**config.mk**
```make
export PLATFORM = sky130hd
export DESIGN_NAME = alu_cmd_dispatch
export DESIGN_NICKNAME = d
export VERILOG_FILES = /design/src/rtl/alu_cmd_pkg.sv /design/src/rtl/alu_cmd_dispatch_fork_slot.sv /design/src/rtl/alu_cmd_dispatch.sv
export SDC_FILE = /design/constraint.sdc
export NUM_CORES = 1
export LEC_CHECK = 0
export CAP_MARGIN = 20
export CORE_MARGIN = 2
export CORE_UTILIZATION = 49
export DETAILED_ROUTE_END_ITERATION = 8
export PLACE_DENSITY = 0.95
export SYNTH_ARGS = -nofsm -noshare
export SYNTH_HDL_FRONTEND = slang
export SYNTH_HIERARCHICAL = 1
export SYNTH_SLANG_ARGS = --single-unit
```
**constraint.sdc**
```tcl
create_clock -name clk_i -period 5.4 [get_ports clk_i]
set_input_delay 1.08 -clock clk_i [delete_from_list [all_inputs] [get_ports clk_i]]
set_output_delay 1.08 -clock clk_i [all_outputs]
set_load 0.02 [all_outputs]
```
**src/rtl/alu_cmd_pkg.sv**
```systemverilog
// alu_cmd_pkg: shared command layout and opcode legality check for the ALU command dispatcher
package alu_cmd_pkg;
  localparam int DATA_IN_WIDTH = 8;
  localparam int OPCODE_WIDTH = 2;
  localparam int CMD_WIDTH = OPCODE_WIDTH + 1 + 2 * DATA_IN_WIDTH;
  typedef struct packed {
    logic [OPCODE_WIDTH:0] op;
    logic [DATA_IN_WIDTH-1:0] a;
    logic [DATA_IN_WIDTH-1:0] b;
  } cmd_t;
  function automatic logic is_legal_op(input int unsigned op, input int unsigned num_ops);
    return op < num_ops;
  endfunction
endpackage

```
**src/rtl/alu_cmd_dispatch_fork_slot.sv**
```systemverilog
// fork_slot: one registered branch of the command fork; holds data until its consumer takes it
module fork_slot #(
  parameter int WIDTH = 8
) (
  input  logic             clk_i,
  input  logic             arst_n,
  input  logic             load_i,
  input  logic [WIDTH-1:0] data_i,
  input  logic             ready_i,
  output logic [WIDTH-1:0] data_o,
  output logic             valid_o,
  output logic             free_o
);
  logic             pend_q, pend_d;
  logic [WIDTH-1:0] data_q, data_d;
  always_comb begin
    pend_d = load_i || (pend_q && !ready_i);
    data_d = load_i ? data_i : data_q;
  end
  always_ff @(posedge clk_i) begin
    if (!arst_n) begin
      pend_q <= 1'b0;
      data_q <= '0;
    end else begin
      pend_q <= pend_d;
      data_q <= data_d;
    end
  end
  assign data_o  = data_q;
  assign valid_o = pend_q;
  assign free_o  = !pend_q || ready_i;
endmodule

```
**src/rtl/alu_cmd_dispatch.sv**
```systemverilog
// alu_cmd_dispatch: forks legal commands into aligned A/B/opcode streams, drops illegal ones, counts both
module alu_cmd_dispatch #(
  parameter int DATA_IN_WIDTH = 8,
  parameter int OPCODE_WIDTH = 2,
  parameter int NUM_OPS = 5,
  parameter int CNT_WIDTH = 16
) (
  input  logic                     clk_i,
  input  logic                     arst_n,
  input  logic [DATA_IN_WIDTH-1:0] cmd_a,
  input  logic [DATA_IN_WIDTH-1:0] cmd_b,
  input  logic [OPCODE_WIDTH:0]    cmd_op,
  input  logic                     cmd_valid,
  output logic                     cmd_ready,
  output logic [DATA_IN_WIDTH-1:0] a_data,
  output logic                     a_valid,
  input  logic                     a_ready,
  output logic [DATA_IN_WIDTH-1:0] b_data,
  output logic                     b_valid,
  input  logic                     b_ready,
  output logic [OPCODE_WIDTH:0]    op_data,
  output logic                     op_valid,
  input  logic                     op_ready,
  output logic [CNT_WIDTH-1:0]     disp_count,
  output logic [CNT_WIDTH-1:0]     drop_count,
  output logic                     err_sticky
);
  import alu_cmd_pkg::*;
  logic                 free_a, free_b, free_op, accept, load, drop;
  logic [CNT_WIDTH-1:0] disp_q, disp_d, drop_q, drop_d;
  logic                 err_q, err_d;
  assign cmd_ready = free_a && free_b && free_op;
  assign accept    = cmd_valid && cmd_ready;
  assign load      = accept && is_legal_op(32'(cmd_op), NUM_OPS);
  assign drop      = accept && !load;
  fork_slot #(.WIDTH(DATA_IN_WIDTH)) u_a (
    .clk_i(clk_i), .arst_n(arst_n), .load_i(load), .data_i(cmd_a), .ready_i(a_ready),
    .data_o(a_data), .valid_o(a_valid), .free_o(free_a)
  );
  fork_slot #(.WIDTH(DATA_IN_WIDTH)) u_b (
    .clk_i(clk_i), .arst_n(arst_n), .load_i(load), .data_i(cmd_b), .ready_i(b_ready),
    .data_o(b_data), .valid_o(b_valid), .free_o(free_b)
  );
  fork_slot #(.WIDTH(OPCODE_WIDTH + 1)) u_op (
    .clk_i(clk_i), .arst_n(arst_n), .load_i(load), .data_i(cmd_op), .ready_i(op_ready),
    .data_o(op_data), .valid_o(op_valid), .free_o(free_op)
  );
  // counters stick at all-ones rather than wrapping
  always_comb begin
    disp_d = (load && !(&disp_q)) ? disp_q + CNT_WIDTH'(1) : disp_q;
    drop_d = (drop && !(&drop_q)) ? drop_q + CNT_WIDTH'(1) : drop_q;
    err_d  = err_q || drop;
  end
  always_ff @(posedge clk_i) begin
    if (!arst_n) begin
      disp_q <= '0;
      drop_q <= '0;
      err_q  <= 1'b0;
    end else begin
      disp_q <= disp_d;
      drop_q <= drop_d;
      err_q  <= err_d;
    end
  end
  assign disp_count = disp_q;
  assign drop_count = drop_q;
  assign err_sticky = err_q;
endmodule

```
After elaboration in Yosys (flattened, before gate mapping)

Index checks and enable logic that the tools add are counted.

Bits in registers: 55
Input port bits: 25
Output and inout bits: 56
Logic and storage cells: 40

Add/subtract/negate cells: 2
$lt $le $gt $ge: 1
Reductions and logical operators: 28

Operators by type and width:

| cell                                              | number |
|---|---|
| adder 16 x 1 -> 16 bit, second input constant     | 2 |
| AND reduction 16 bit                              | 2 |
| logical AND 1 bit                                 | 10 |
| logical NOT 1 bit                                 | 9 |
| logical OR 1 bit                                  | 7 |
| less-than comparator 3 bit, second input constant | 1 |

Longest topological paths before layout

Depth in word-level cells: 9
Gate-level depth with buffers: 7
Depth with buffers taken out: 7

Hierarchy

The synthesis kept the hierarchy.

By module, submodules not included:

| module               | times used | cells an instance | area an instance (um2) | sequential area each (um2) |
|---|---|---|---|---|
| alu_cmd_dispatch     | 1          | 207               | 1,655.3                | 660.6 |
| fork_slot at u_a ... | 2          | 29                | 339.1                  | 180.2 |
| fork_slot at u_op    | 1          | 13                | 146.4                  | 80.1 |

Worst setup path after synthesis

No wires, ideal clock.

Path kind: in2reg
Start: input op_ready
End: register drop_q[15], in the netlist drop_count[15]
Setup time: 0.115 ns
Arrival: 2.544 ns
Required time: 5.285 ns
Slack: 2.742 ns
Cell stages on the path: 7
Buffers on the path: 1
Cell sequence: nand2b_1 > nand4_1 > nor2_2 > or4b_1 > buf_2 > o31a_2 > o21a_1

Cells in the longest elaborated chain, start to end: 7

Ends and longest elaborated chain:

| element              | line                             | source |
|---|---|---|
| start, declared      | alu_cmd_dispatch.sv:23           | `input logic op_ready,` |
| logical OR 1 bit *   | alu_cmd_dispatch_fork_slot.sv:31 | `assign free_o = !pend_q \|\| ready_i;` |
| logical AND 1 bit *  | alu_cmd_dispatch.sv:32           | `assign cmd_ready = free_a && free_b && free_op;` |
| logical AND 1 bit *  | alu_cmd_dispatch.sv:33           | `assign accept = cmd_valid && cmd_ready;` |
| logical AND 1 bit    | alu_cmd_dispatch.sv:34           | `assign load = accept && is_legal_op(32'(cmd_op), NUM_OPS);` |
| logical NOT 1 bit    | alu_cmd_dispatch.sv:35           | `assign drop = accept && !load;` |
| logical AND 1 bit *  | alu_cmd_dispatch.sv:35           |  |
| logical AND 1 bit *  | alu_cmd_dispatch.sv:51           | `drop_d = (drop && !(&drop_q)) ? drop_q + CNT_WIDTH'(1) : drop_q;` |
| end signal, assigned | alu_cmd_dispatch.sv:61           | `drop_q <= drop_d;` |
| end, declared        | alu_cmd_dispatch.sv:30           | `logic [CNT_WIDTH-1:0] disp_q, disp_d, drop_q, drop_d;` |

Mark *: on every way between the ends. The rest lies on a longest branch, timed or not.
A chain may end at the register's enable or synchronous reset.

Worst setup path after layout

Start: input a_ready
End: output cmd_ready

Cells in the longest elaborated chain, start to end: 3

Ends and longest elaborated chain:

| element                        | line                             | source |
|---|---|---|
| start, declared                | alu_cmd_dispatch.sv:17           | `input logic a_ready,` |
| logical OR 1 bit               | alu_cmd_dispatch_fork_slot.sv:31 |  |
| net free_a                     | alu_cmd_dispatch.sv:29           | `logic free_a, free_b, free_op, accept, load, drop;` |
| logical AND 1 bit (2 in a row) | alu_cmd_dispatch.sv:32           |  |
| end, declared                  | alu_cmd_dispatch.sv:14           | `output logic cmd_ready,` |

The timed path passes the listed nets, and every way through them passes these cells.

==> metrics.yaml <==
outcome:
  outcome: "complete, no violations"
power_and_ir_drop:
  p_clk_share_pct: 37.0
  power_density_mw_per_mm2: 249
  vdd_drop_max_uv: 153
  power_frac_comb_pct: 13.4
  total_power_w: 0.000861
  power.leakage_nw: 1.19
  seqPwrFrac_pct: 49.6
  swShare_pct: 23.1
  switching_power_w: 0.000199
  internal-power_w: 0.000663
routing:
  dr.pass1.iters: 4
  vias: 2324
  viasPerCell: 5.46
  drtIter0Drc: 228
  wl_um: 6310
  ant_nets: 0
  route.detailed.drc: 0
  wl_per_cell_um: 14.8
timing:
  relSlewSlack_pct: 39.6
  rsz0062_at_grt: "false"
  skew_ns: 0.00539
  tns_ns: 0
  fin_crit_sh_pct: 66.5
  period_needed_ns: 3.59
  worstMarginPinSlew_ns: 0.896
  slew_violations: 0
  setup_viol: 0
  final_hold_viol_count: 0
  fmax_ghz: 0.278
layout:
  utilization_pct: 71.9
  fill_cells: 378
  syn_to_final_growth_pct: 39.6
  layout.nets: 385
  drive_gt1_share_pct: 4.74
  antenna_cells: 0
synth:
  yosys_register_bits: 55
  synth_compound_area_share_pct: 9.28
  synth_common_cells: "dfxtp_1 (55), nand2_1 (24), mux2i_1 (23)"
  synth-simple-area-share_pct: 29.1
  synth.area.mux_share_pct: 9.28
  synthXorXnorAreaFrac_pct: 3.53
  yosysTopAreaCellShare_pct: 44.4
  yosysMostFrequentCell: "dfxtp_1"
  netlist_instances: 278
  synth.yosys.seq_area_share_pct: 44.4
  synth-adder-area-share_pct: 1.01
  synth_cell_types: 40
  synth_top_area_cell: "dfxtp_1"
  syn_area_mm2: 0.00248
  synth_top_cells_by_area: "dfxtp_1 (44%), mux2i_1 (9.3%), nor2b_1 (5.0%)"
  synthFlopType: "dfxtp_1"
  syn_nets: 305
  synth-edff-count: 0
  syn_area_per_cell_um2: 8.92
  synth_top_family_by_area: "simple AND/OR/NAND/NOR gates"
  synthArstFlopShare_pct: 0
  synth_warnings: 6
clocking:
  cts_made_buffers: 5
  postCtsSetupRepairBufs: 0
  tritoncts: "yes"
  clock_latency_ns: 0.31
  cts.repair.resized: 0
  clockBufferDepth: 2
  ctsHoldBuffers: 0
  clk_pin_slew_ns: 0.09
  htreeDepth: 2
  root_buffer: "clkbuf_8"
  cts.sinks: 55
critical_path:
  required_ns: 4.32
  cp_slowest_cell: "clkdlybuf4s50_1"
  path_common_cell: "clkdlybuf4s50_1"
  arrival_ns: 2.51
  max_stage_delay_ns: 0.62
  critPathCaptureType: "output port"
  startpoint_type: "input pin"
  path_class: "input pin to output port"
  path_cells: "clkdlybuf4s50_1 > nand2b_1 > and3_1 > clkdlybuf4s50_1"
  cp_max_fo: 3
floorplan:
  initial_core_util_pct: 51.5
  die_h_um: 75.1
  die_w_um: 75.1
  die-area_mm2: 0.00565
  rows: 25
  core_mm2: 0.00482
  pin_count: 81
placed_design:
  portBuffers: 80
  place.detailed.hpwl_um: 4510
  routabilityCongestion: 0.832
global_route:
  grt.total_usage_pct: 22.4
  grt_max_degree: 41
  grt_overflow: 0
  grt_pass1_wl_um: 9760
  antenna_found_initial: 0
  grt_pass1_vias: 2199
hold_path:
  min-delay-path-class: "register to register"
job:
  maxCapViolations: 0
-- layer usage --
metal / vias up / track usage [%] / wire [um]
li1: 1143 / - / -
met1: 1103 / 26.2 / 2580
met2: 64 / 38.5 / 3340
met3: 14 / 4.82 / 249
met4: 0 / 11.7 / 129
met5: - / 0 / 0
-- cells by family (layout without fill, tap and decap cells) --
family	Yosys count	count (layout)
fa+ha+maj	2	2
xor+xnor	10	10
compound gates	36	36
flops	55	55
buf+inv	18	99
mux	23	23
simple gates	134	134
-- worst paths after layout --
check | from | end | slack, ns | cells after the start
max | a_ready | cmd_ready | 1.81 | 4
min | err_sticky | err_sticky | 0.50 | 2
max reg2reg | drop_count[7] | drop_count[2] | 3.17 | 5
min reg2reg | err_sticky | err_sticky | 0.50 | 2
-- sequential cells by signal (all words and copies together) (netlist names) --
name          count
disp_count       16
drop_count       16
u_a/data_o        8
u_b/data_o        8
u_op/data_o       3
err_sticky        1
u_a/valid_o       1
u_b/valid_o       1
u_op/valid_o      1
-- power by group through the flow --
stage	registers [W]	logic, W	clock network, W
final	0.000427	0.000116	0.000319
after global routing	0.000429	0.000123	0.000343
after CTS	0.000427	0.000116	0.000325
after detailed placement	0.000436	0.000115	0
after global placement	0.000435	0.000112	0
after floorplan	0.000452	0.0000439	0
-- through the flow --
stage	setup WS, ns	instance area [um^2]	instances	hold WS, ns
final	1.81	3460	426	0.495
after global routing	1.78	3460	426	0.533
after CTS	1.81	3460	426	0.496
after detailed placement	1.82	3330	418	0.474
after global placement	1.88	3330	418	0.464
after floorplan	2.74	2480	278	0.555
-- final cells by class --
class,count,area [um^2],share of cell area [%]
clock buffers,6,72.6,2.10
clock inverters,2,60.1,1.73
inverters,9,33.8,0.976
multi-input cells,205,1290,37.4
flip-flops and latches,55,1100,31.8
well taps,67,83.8,2.42
repair buffers,82,816,23.6
-- critical path: cells and delay by family --
kind | cells | cell delay (ns)
buffers and inverters | 2 | 1.07
AND/OR/NAND/NOR | 2 | 0.37
-- cells in the final DEF (no fill, tap or decap), types with 2 or more instances in the layout --
master,netlist,final
clkdlybuf4s50_1,0,80
dfxtp_1,55,55
nand2_1,24,24
mux2i_1,23,23
nor2_1,22,22
nor2b_1,20,20
nand3_1,17,17
o21ai_0,14,14
nand4_1,10,10
inv_1,9,9
a21oi_1,9,9
and3_1,7,7
nand2b_1,6,6
or3_1,6,6
nor4_1,5,5
xor2_1,5,5
xnor2_1,5,5
clkbuf_8,0,5
nor3_1,3,3
a21boi_0,3,3
o21a_1,2,2
or4b_1,2,2
or2_2,2,2
o211ai_1,2,2
or4_1,2,2
or3_2,2,2
ha_1,2,2
bufinv_16,0,2
buf_4,0,2
No activity file was read; power rests on OpenSTA's default activity.
